===== src/rtl/and_ary_pkg.sv =====
// Shared types and constants for the pairwise AND reduction operand path.
package and_ary_pkg;

    typedef enum logic {FILL, HOLD} ld_state_t;

    localparam logic AND_IDENTITY = 1'b1;

endpackage


===== src/rtl/and_ary_operand_loader_if.sv =====
// Beat-in / word-out handshake bundle between the operand feeder, the loader and the AND tree.
interface and_ary_operand_loader_if #(
    parameter int unsigned N     = 8,
    parameter int unsigned CNT_W = 3
);

    logic             in_valid;
    logic             in_ready;
    logic             in_a;
    logic             in_b;
    logic             in_last;
    logic             out_valid;
    logic             out_ready;
    logic [N-1:0]     a_vec;
    logic [N-1:0]     b_vec;
    logic [CNT_W:0]   word_len;

    // Environment side: produces beats, consumes words.
    modport master (
        output in_valid, in_a, in_b, in_last, out_ready,
        input  in_ready, out_valid, a_vec, b_vec, word_len
    );

    // Loader side.
    modport slave (
        input  in_valid, in_a, in_b, in_last, out_ready,
        output in_ready, out_valid, a_vec, b_vec, word_len
    );

endinterface


===== src/rtl/and_ary_lane_reg.sv =====
// One lane of the operand word: an (a, b) flop pair with load enable and preset to the AND identity.
module and_ary_lane_reg
    import and_ary_pkg::*;
(
    input  logic       clk,
    input  logic       rst,
    input  logic       load,
    input  logic       preset,
    input  logic [1:0] d,
    output logic [1:0] q
);

    always_ff @(posedge clk or posedge rst) begin
        if (rst) begin
            q <= {2{AND_IDENTITY}};
        end else if (preset) begin
            q <= {2{AND_IDENTITY}};
        end else if (load) begin
            q <= d;
        end
    end

endmodule


===== src/rtl/and_ary_operand_loader.sv =====
// Collects (a_i, b_i) beats into N-wide words for the pairwise AND tree; short words
// are padded with the AND identity so the reduction result is unaffected.
module and_ary_operand_loader
    import and_ary_pkg::*;
#(
    parameter int unsigned N     = 8,
    parameter int unsigned CNT_W = 3
) (
    input  logic                  clk,
    input  logic                  rst,
    and_ary_operand_loader_if.slave bus
);

    localparam int unsigned LEN_W = CNT_W + 1;

    ld_state_t          state_q, state_d;
    logic [CNT_W-1:0]   cnt_q, cnt_d;
    logic [LEN_W-1:0]   word_len_q, word_len_d;
    logic               in_ready_q, in_ready_d;
    logic               out_valid_q, out_valid_d;
    logic               load_c;
    logic               preset_c;
    logic [N-1:0]       a_vec_q;
    logic [N-1:0]       b_vec_q;

    always_ff @(posedge clk or posedge rst) begin
        if (rst) begin
            state_q     <= FILL;
            cnt_q       <= '0;
            word_len_q  <= '0;
            in_ready_q  <= 1'b1;
            out_valid_q <= 1'b0;
        end else begin
            state_q     <= state_d;
            cnt_q       <= cnt_d;
            word_len_q  <= word_len_d;
            in_ready_q  <= in_ready_d;
            out_valid_q <= out_valid_d;
        end
    end

    // Next state; in_ready/out_valid are precomputed so they leave as plain flops.
    always_comb begin
        state_d     = state_q;
        cnt_d       = cnt_q;
        word_len_d  = word_len_q;
        in_ready_d  = in_ready_q;
        out_valid_d = out_valid_q;
        load_c      = 1'b0;
        preset_c    = 1'b0;
        unique case (state_q)
            FILL: begin
                if (bus.in_valid) begin
                    load_c = 1'b1;
                    cnt_d  = cnt_q + CNT_W'(1);
                    if (cnt_q == CNT_W'(N - 1) || bus.in_last) begin
                        state_d     = HOLD;
                        word_len_d  = LEN_W'(cnt_q) + LEN_W'(1);
                        cnt_d       = '0;
                        in_ready_d  = 1'b0;
                        out_valid_d = 1'b1;
                    end
                end
            end
            HOLD: begin
                if (bus.out_ready) begin
                    state_d     = FILL;
                    preset_c    = 1'b1;
                    in_ready_d  = 1'b1;
                    out_valid_d = 1'b0;
                end
            end
            default: state_d = FILL;
        endcase
    end

    for (genvar i = 0; i < N; i++) begin : g_lane
        logic [1:0] lane_q;

        and_ary_lane_reg u_lane (
            .clk    (clk),
            .rst    (rst),
            .load   (load_c && (cnt_q == CNT_W'(i))),
            .preset (preset_c),
            .d      ({bus.in_a, bus.in_b}),
            .q      (lane_q)
        );

        assign a_vec_q[i] = lane_q[1];
        assign b_vec_q[i] = lane_q[0];
    end

    assign bus.in_ready  = in_ready_q;
    assign bus.out_valid = out_valid_q;
    assign bus.a_vec     = a_vec_q;
    assign bus.b_vec     = b_vec_q;
    assign bus.word_len  = word_len_q;

endmodule


===== src/flat_wrapper.sv =====
// flat-port wrapper written by rule: the top's interface ports become plain ports
module and_ary_operand_loader_flat import and_ary_pkg::*;
#(
    parameter int unsigned N     = 8,
    parameter int unsigned CNT_W = 3
)
  (clk, rst, bus_in_valid, bus_in_a, bus_in_b, bus_in_last, bus_out_ready, bus_in_ready, bus_out_valid, bus_a_vec, bus_b_vec, bus_word_len);
  and_ary_operand_loader_if #(.N(N), .CNT_W(CNT_W)) bus_i ();
  input  logic clk;
  input  logic rst;
  input wire logic [$bits(bus_i.in_valid)-1:0] bus_in_valid;
  input wire logic [$bits(bus_i.in_a)-1:0] bus_in_a;
  input wire logic [$bits(bus_i.in_b)-1:0] bus_in_b;
  input wire logic [$bits(bus_i.in_last)-1:0] bus_in_last;
  input wire logic [$bits(bus_i.out_ready)-1:0] bus_out_ready;
  output wire logic [$bits(bus_i.in_ready)-1:0] bus_in_ready;
  output wire logic [$bits(bus_i.out_valid)-1:0] bus_out_valid;
  output wire logic [$bits(bus_i.a_vec)-1:0] bus_a_vec;
  output wire logic [$bits(bus_i.b_vec)-1:0] bus_b_vec;
  output wire logic [$bits(bus_i.word_len)-1:0] bus_word_len;
  assign bus_i.in_valid = bus_in_valid;
  assign bus_i.in_a = bus_in_a;
  assign bus_i.in_b = bus_in_b;
  assign bus_i.in_last = bus_in_last;
  assign bus_i.out_ready = bus_out_ready;
  assign bus_in_ready = bus_i.in_ready;
  assign bus_out_valid = bus_i.out_valid;
  assign bus_a_vec = bus_i.a_vec;
  assign bus_b_vec = bus_i.b_vec;
  assign bus_word_len = bus_i.word_len;
  and_ary_operand_loader #(.N(N), .CNT_W(CNT_W)) u_core (.clk(clk), .rst(rst), .bus(bus_i));
endmodule

===== config.mk =====
export PLATFORM = sky130hd
export DESIGN_NAME = and_ary_operand_loader_flat
export DESIGN_NICKNAME = d
export VERILOG_FILES = /design/src/rtl/and_ary_pkg.sv /design/src/rtl/and_ary_operand_loader_if.sv /design/src/rtl/and_ary_lane_reg.sv /design/src/rtl/and_ary_operand_loader.sv /design/src/flat_wrapper.sv
export SDC_FILE = /design/constraint.sdc
export NUM_CORES = 1
export LEC_CHECK = 0
export CAP_MARGIN = 20
export CORE_ASPECT_RATIO = 0.6
export CORE_MARGIN = 5
export CORE_UTILIZATION = 51
export DETAILED_ROUTE_END_ITERATION = 8
export GPL_ROUTABILITY_DRIVEN = 0
export HOLD_SLACK_MARGIN = 0.12
export MAX_ROUTING_LAYER = met4
export PLACE_DENSITY_LB_ADDON = 0.25
export REMOVE_ABC_BUFFERS = 1
export SLEW_MARGIN = 20
export SYNTH_ARGS = -nofsm -noshare
export SYNTH_HDL_FRONTEND = slang
export SYNTH_HIERARCHICAL = 1
export SYNTH_SLANG_ARGS = --single-unit

===== constraint.sdc =====
create_clock -name clk -period 2.4 [get_ports clk]
set_input_delay 0.48 -clock clk [delete_from_list [all_inputs] [get_ports clk]]
set_output_delay 0.48 -clock clk [all_outputs]
set_load 0.005 [all_outputs]

=== Word-level counts from Yosys, hierarchy flattened ===
Cells that the tools add are included.

* Input port bits: 7
* Word-level logic and storage cells: 80
* Flip-flop bits (word level): 26

* Reduce and logical (&&, ||, !) cells: 21
* Mux-type cells: 33
* Add/subtract/negate cells: 2
* Equal/unequal tests: 10
* Bitwise logic cells: 1

{| class="wikitable"
|+ Operators with widths
! kind !! count
|-
| 2-to-1 mux 2 bit || 16
|-
| nonzero test 2 bit || 8
|-
| 2-to-1 mux 1 bit || 13
|-
| equality test 3 bit, second input constant || 4
|-
| logical AND 1 bit || 8
|-
| equality test 3 x 2 -> 1 bit, second input constant || 2
|-
| one-hot mux 1 bit (2 select lines) || 3
|-
| AND reduction 3 bit || 2
|-
| adder 3 x 1 -> 4 bit, second input constant || 1
|-
| != test 2 bit, second input constant || 2
|-
| adder 3 x 1 -> 3 bit, second input constant || 1
|-
| equality test 3 x 1 -> 1 bit, second input constant || 1
|-
| logical NOT 3 bit || 1
|-
| 2-to-1 mux 3 bit || 1
|-
| != test 2 x 1 -> 1 bit, second input constant || 1
|-
| AND reduction 2 bit || 1
|-
| logical OR 1 bit || 1
|-
| NOT 1 bit || 1
|}

=== Logic depth before layout (Yosys ltp) ===
Gate-level depths: netlist (run 1).

* Word-level depth: 5
* Gate-level depth with buffers: 5
* Mapped depth without buffers: 5

=== By module ===
The synthesis (run 1) kept the hierarchy.

{| class="wikitable"
|+ Modules (own cells, without submodules)
! module !! cells each !! area an instance (µm²) !! times used
|-
| and_ary_lane_reg || 7 || 86.3 || 8
|-
| and_ary_operand_loader || 52 || 545.5 || 1
|}

=== Least setup slack after synthesis (run 1) ===
No wires, ideal clock.

* Path type: flip-flop to flip-flop
* Start: register u_core.cnt_q[0]
* End: register u_core.word_len_q[1], in the netlist u_core/bus.word_len[1]
* Buffers on the path: 0
* Slack: 0.877 ns
* Arrival: 1.398 ns
* Clock period less this slack: 1.523 ns
* Data required time: 2.275 ns
* Library setup time: 0.125 ns
* Cell stages (with the launch flop): 5
* Cells stage by stage: dfrtp_1 -> ha_1 -> ha_1 -> o21ai_2 -> mux2_4

* Word-level cells in the longest chain between the ends: 3
* Elaborated cells on any way between the ends: 4

{| class="wikitable"
|+ Ends and longest elaborated chain
! what !! line !! source
|-
| start: declaration || and_ary_operand_loader.sv:17 || <nowiki>logic [CNT_W-1:0] cnt_q, cnt_d;</nowiki>
|-
| start signal: assignment || and_ary_operand_loader.sv:35 || <nowiki>cnt_q <= cnt_d;</nowiki>
|-
| equality test 3 bit || and_ary_operand_loader.sv:56 || <nowiki>if (cnt_q == CNT_W'(N - 1) || bus.in_last) begin</nowiki>
|-
| logical OR 1 bit || and_ary_operand_loader.sv:56 ||
|-
| AND reduction 3 bit (no line) || -- ||
|-
| end signal: assignment || and_ary_operand_loader.sv:36 || <nowiki>word_len_q <= word_len_d;</nowiki>
|-
| end: declaration || and_ary_operand_loader.sv:18 || <nowiki>logic [LEN_W-1:0] word_len_q, word_len_d;</nowiki>
|}

Several ways; a longest one is shown, not always the timed one.
A chain may end at the register's enable or synchronous reset.

=== Worst setup path in the final report (run 1) ===
* Start: register u_core.g_lane[2].u_lane.q[1]
* End: output bus_a_vec[2]

{| class="wikitable"
|+ RTL lines
! what !! line !! source
|-
| start: declaration || and_ary_lane_reg.sv:10 || <nowiki>output logic [1:0] q</nowiki>
|-
| start signal: assignment || and_ary_lane_reg.sv:15 || <nowiki>q <= {2{AND_IDENTITY}};</nowiki>
|-
| start signal: assignment || and_ary_lane_reg.sv:17 || <nowiki>q <= {2{AND_IDENTITY}};</nowiki>
|-
| end: declaration || flat_wrapper.sv:18 || <nowiki>output wire logic [$bits(bus_i.a_vec)-1:0] bus_a_vec;</nowiki>
|}

No word-level cell between the ends.

==> results.toml, run 1 <==
[global_route]
grt_pass1_vias = 991
grt_max_degree = 19
grt_overflow = 0
grt_usage_pct = 18.0
grt_antenna_before_repair = 0
grt_pass1_wl_um = 4500

[critical_path]
path_cells = "clkdlybuf4s50_1"
crit_family = "flip-flops"
crit_required_ns = 1.92
worst-path-buf-inv = 1
critPathLaunchType = "flop"
rrSetupSlack_ns = 0.73
critPathMaxFanout = 2
cpMaxStageDelayCell = "dfstp_2"
critical_path_class = "reg2out"
cp.arrival_ns = 1.34
reg2regPathDepth = 4
r2r-end = "u_core/bus.word_len[1]"
crit_path_max_incr_delay_ns = 0.55
worstSetupEndpointType = "output port"
rr_startpoint = "u_core/cnt_q[0]"

[cts]
clk_pin_slew_ns = 0.09
cts_root_buffer = "clkbuf_8"
tritoncts = "built"
clk_latency_ns = 0.27
hold_buffers = 0
postCtsSetupBuffers = 0
cts_buffer_depth = 2
clock-sinks = 26
htreeDepth = 1
cts_buffers = 3
cts.repair.resized = 0

[final_layout]
drive_gt1_share_pct = 18.6
fillers = 154
finalNetCount = 154
diodes = 0
area_delta_synth_final_pct = 31.7

[power]
ir_drop_uv = 588
power.total_mw = 1.55
internal_power_mw = 1.15
p_sw_mw = 0.402
p_comb_share_pct = 32.6
p_sw_share_pct = 25.9
cellPowerDensity_mw_per_mm2 = 951
clkPwrFrac_pct = 23.5
p_seq_share_pct = 44.0
leakagePower_nw = 0.724

[logic_synthesis]
synthTopCellsByArea = "dfstp_2, dfrtp_1, a211o_1, nor2b_1, ha_1"
synthCells = 108
synth_warnings = 6
synth.most_common_cell = "dfstp_2"
synth_area_leader_cell = "dfstp_2"
syn_area_per_cell_sq_um = 11.4
synthTopCellsByCount = "dfstp_2, a211o_1, nor2b_1"
synth_edf_count = 0
synth_ff_type = "dfstp_2"
synth-seq-area-share_pct = 54.4
ys_types = 20
synth.ff_latch_count = 26
synth_top_area_share_pct = 36.1
synth_area_sq_mm = 0.00124
synthArstFlopShare_pct = 100

[die]
start_util_pct = 55.1
coreArea_sq_mm = 0.00224
die_x_um = 73.6
die_h_um = 48.1
dieArea_sq_mm = 0.00354
core.rowCount = 13
io_pins = 29

[route]
vias_per_cell = 5.48
vias = 932
drt_iter0_drc = 50
drc_errors = 0
wl_per_cell_um = 16.3
wirelength_um = 2770
ant_nets = 0
first_pass_iters = 4

[place]
port-buffer-count = 28
hpwlAfterDp_um = 2070

[timing]
fin_crit_ns = 1.82
max_freq_mhz = 551
setup_viol = 0
relSlewSlack_pct = 72.4
drv_slew = 0
fin_setup_tns_ns = 0
clock-skew-final_ns = 0.00148
worst_slew_pin_slew_ns = 0.414
hold_viol = 0
finalCritPeriodShare_pct = 75.7
rsz0062_at_grt = "no"

[status]
status = "finished, final reports clean"

[hold_path]
hold_end = "u_core/bus.word_len[2]"
hold_class = "reg2reg"
whs_path_depth = 2
hold_start = "u_core/bus.word_len[2]"

[run]
maxCapViolCount = 0
[per-layer routing]
| layer | GRT usage [%] | part of all wire (%) | wire (um) |
|---|---|---|---|
| met5 | - | 0 | 0 |
| met2 | 29.6 | 47 | 1310 |
| met4 | 3.25 | 0.29 | 8 |
| met1 | 22.9 | 46 | 1280 |
| met3 | 4.94 | 6.2 | 172 |
[worst reg2reg max path, cell delays in order (launching register included)]
cell and delay, ns:
dfrtp_1 0.44, ha_1 0.25, ha_1 0.23, o21ai_2 0.32, mux2_4 0.33
[worst max-delay path by stage]
stage | slack (ns) | from | endpoint | depth (start not counted)
2_1_floorplan | 0.88 | u_core/cnt_q[0] | u_core/bus.word_len[1] | 4
4_1_cts | 0.58 | u_core/g_lane[2].u_lane/q[1] | bus_a_vec[2] | 1
6_report | 0.58 | u_core/g_lane[2].u_lane/q[1] | bus_a_vec[2] | 1
5_1_grt | 0.56 | u_core/g_lane[2].u_lane/q[1] | bus_a_vec[2] | 1
3_5_place_dp | 0.46 | bus_in_valid | u_core/g_lane[3].u_lane/q[1] | 5
3_3_place_gp | 0.50 | bus_in_valid | u_core/g_lane[6].u_lane/q[0] | 5
[per-stage QoR]
stage                     utilization [%]  cell area [sq um]  setup WS, ns  hold WS [ns]  std cells
after floorplan                         -               1230         0.877         0.319        107
after global placement               69.3               1560         0.503         0.495        166
after detailed placement             69.3               1560         0.461         0.508        166
after CTS                            72.5               1630         0.580         0.529        170
after global routing                 72.5               1630         0.555         0.543        170
final                                72.5               1630         0.584         0.531        170
[power groups by stage]
stage	registers, mW	clock network, mW	logic, mW
5_1_grt	0.695	0.390	0.546
3_3_place_gp	0.679	0	0.488
2_1_floorplan	0.682	0	0.222
4_1_cts	0.680	0.369	0.510
3_5_place_dp	0.684	0	0.508
6_report	0.681	0.364	0.504
[registers in the layout, indices dropped and copies added (netlist names)]
register / cells
u_core/bus.in_ready: 1
u_core/bus.out_valid: 1
u_core/bus.word_len: 4
u_core/cnt_q: 3
u_core/g_lane.u_lane/q: 16
u_core/state_q: 1
[logic make-up after synthesis]
logic type                 synth area share (%)
muxes                                      1.21
buffers and inverters                      4.66
DFF                                        54.4
AOI/OAI and AO/OA                          18.1
adders and majority gates                  6.07
and+or+nand+nor                            15.6
[layout by cell type, fill, tap and decap left out, drive strengths merged]
master,netlist,routed
inv,14,14
clkdlybuf4s50,0,28
o22ai,1,1
dfrtp,9,9
o21ai,10,10
nand3,1,1
nand2,2,2
o21a,1,1
o41ai,1,1
ha,6,6
dfstp,17,17
nand2b,1,1
and3,6,6
bufinv,0,1
clkbuf,0,3
buf,1,1
nor2,1,1
nor2b,17,17
mux2,1,1
a211o,16,16
and2,3,3
[layout make-up]
cell class	instances	area (sq um)	area share, %
Inverter	14	52.6	3.23
Timing Repair Buffer	29	288	17.7
Tap cell	30	37.5	2.31
Clock inverter	1	30.0	1.84
Sequential cell	26	672	41.3
Multi-Input combinational cell	67	507	31.1
Clock buffer	3	41.3	2.54
No activity file was read; power rests on OpenSTA's default activity.
==> inputs of run 2 (changes only) <==
--- a/config.mk
+++ b/config.mk
@@ -8,7 +8,7 @@
 export CAP_MARGIN = 20
 export CORE_ASPECT_RATIO = 0.6
 export CORE_MARGIN = 5
-export CORE_UTILIZATION = 51
+export CORE_UTILIZATION = 48
 export DETAILED_ROUTE_END_ITERATION = 8
 export GPL_ROUTABILITY_DRIVEN = 0
 export HOLD_SLACK_MARGIN = 0.12
==> constraint.sdc (replaced) <==
create_clock -name clk -period 1.7 [get_ports clk]
set_input_delay 0.34 -clock clk [delete_from_list [all_inputs] [get_ports clk]]
set_output_delay 0.34 -clock clk [all_outputs]
set_load 0.005 [all_outputs]
==> run 2 against run 1 <==
  * Global-route usage decreased by 1.2 points
  * Combinational power up 48%
  * Critical path depth stayed put
  * Register-to-register slack lost 0.59 ns
  * Largest cell class unchanged
  * Clock power grew 7.7%
  * Routed wire length shrank 1.0%
  * Die area rose by 5.2%
  * Largest power group unchanged
  * Clock skew is 0.0048 ns higher
==> results.toml, run 2 (same netlist as run 1, synthesis figures left out) <==
[critical_path]
worstSetupEndpointType = "output port"
path_cells = "clkdlybuf4s50_1"
worst-path-buf-inv = 1
worstSetupStartpoint = "u_core/g_lane[1].u_lane/q[1]"
critical_path_class = "reg2out"
cpMaxStageDelayCell = "dfstp_2"
crit_path_max_incr_delay_ns = 0.54
crit_required_ns = 1.36
cp.arrival_ns = 1.30
critPathLaunchType = "flop"
critPathMaxFanout = 2
rrSetupSlack_ns = 0.14
crit_family = "flip-flops"
rr_startpoint = "u_core/cnt_q[1]"

[cts]
clock-sinks = 26
cts_buffer_depth = 2
hold_buffers = 0
postCtsSetupBuffers = 0
cts_buffers = 3
tritoncts = "built"
cts.repair.resized = 0
clk_pin_slew_ns = 0.09
clk_latency_ns = 0.27
htreeDepth = 1
cts_root_buffer = "clkbuf_8"

[run]
maxCapViolCount = 0

[final_layout]
fillers = 182
final_common_cell = "clkdlybuf4s50_1"
finalNetCount = 163
drive_gt1_share_pct = 23.5
top_register = "u_core/g_lane.u_lane/q"
largest_reg_flops = 16
area_delta_synth_final_pct = 36.6
final_util_pct = 67.9
diodes = 0
mostFrequentLayoutCells = "clkdlybuf4s50_1, dfstp_2, nor2b_1, a211o_1, inv_1"

[timing]
drv_slew = 0
relSlewSlack_pct = 73.7
worst_slew_pin_slew_ns = 0.394
fin_setup_tns_ns = 0
setup_viol = 0
setup_ws_ns = 0.0578
fin_crit_ns = 1.64
timing.hold.ws_ns = 0.385
max_freq_mhz = 609
hold_viol = 0
finalCritPeriodShare_pct = 96.6
rsz0062_at_grt = "no"
clock-skew-final_ns = 0.00632

[route]
vias = 936
ant_nets = 0
first_pass_iters = 4
wl_per_cell_um = 15.2
drc_errors = 0
vias_per_cell = 5.17
wirelength_um = 2740
drt_iter0_drc = 29

[place]
hpwlAfterDp_um = 2150
port-buffer-count = 28
place_ws_ns = -0.0404

[die]
die_x_um = 75.5
start_util_pct = 49.7
die_h_um = 49.3
core.rowCount = 14
dieArea_sq_mm = 0.00372
coreArea_sq_mm = 0.00249
io_pins = 29

[power]
ir_drop_uv = 759
cellPowerDensity_mw_per_mm2 = 1230
leakagePower_nw = 0.770
power.total_mw = 2.08

[global_route]
grt_overflow = 0
grt_max_degree = 15
grt_pass1_vias = 969
grt_antenna_before_repair = 0
grt_pass1_wl_um = 4580
grt_usage_pct = 16.8

[status]
status = "finished, final reports clean"

[hold_path]
hold_class = "in2async"
run 2: layer usage:
metal  wire (um)  vias to the layer above  GRT usage [%]  part of all wire, %
li1            -                      451              -                    -
met1        1320                      459           22.3                   48
met2        1250                       22           24.8                   46
met3         144                        4           5.56                  5.2
met4          21                        0           4.07                 0.77
met5           0                        -              -                    0
run 2: area by class of cell:
cell class / count / area, sq um / share of cell area, %
Sequential cell: 26 / 672 / 39.8
Multi-Input combinational cell: 67 / 507 / 30.0
Inverter: 14 / 52.6 / 3.11
Timing Repair Buffer: 38 / 363 / 21.5
Clock buffer: 4 / 55.1 / 3.26
Tap cell: 32 / 40.0 / 2.37
run 2: path summary, 6_finish.rpt:
kind,end,cells past startpoint
worst min-delay path,u_core/bus.word_len[2],2
worst max-delay path,bus_a_vec[1],1
max in group asynchronous,u_core/bus.in_ready,2
worst min register to register,u_core/bus.word_len[1],1
min in group clk,u_core/bus.word_len[1],1
worst max register to register,u_core/bus.word_len[1],4
run 2: stage by stage:
stage          instance area [sq um]  instances
3_3_place_gp                    1630        177
6_report                        1690        181
5_1_grt                         1690        181
3_5_place_dp                    1630        177
4_1_cts                         1680        181
2_1_floorplan                   1230        107
run 2: power by group:
group / switching (mW) / internal (mW) / leakage, nW
Sequential: 0.0869 / 0.858 / 0.294
Clock: 0.185 / 0.207 / 0.0288
Combinational: 0.279 / 0.468 / 0.447
Total: 0.551 / 1.53 / 0.770
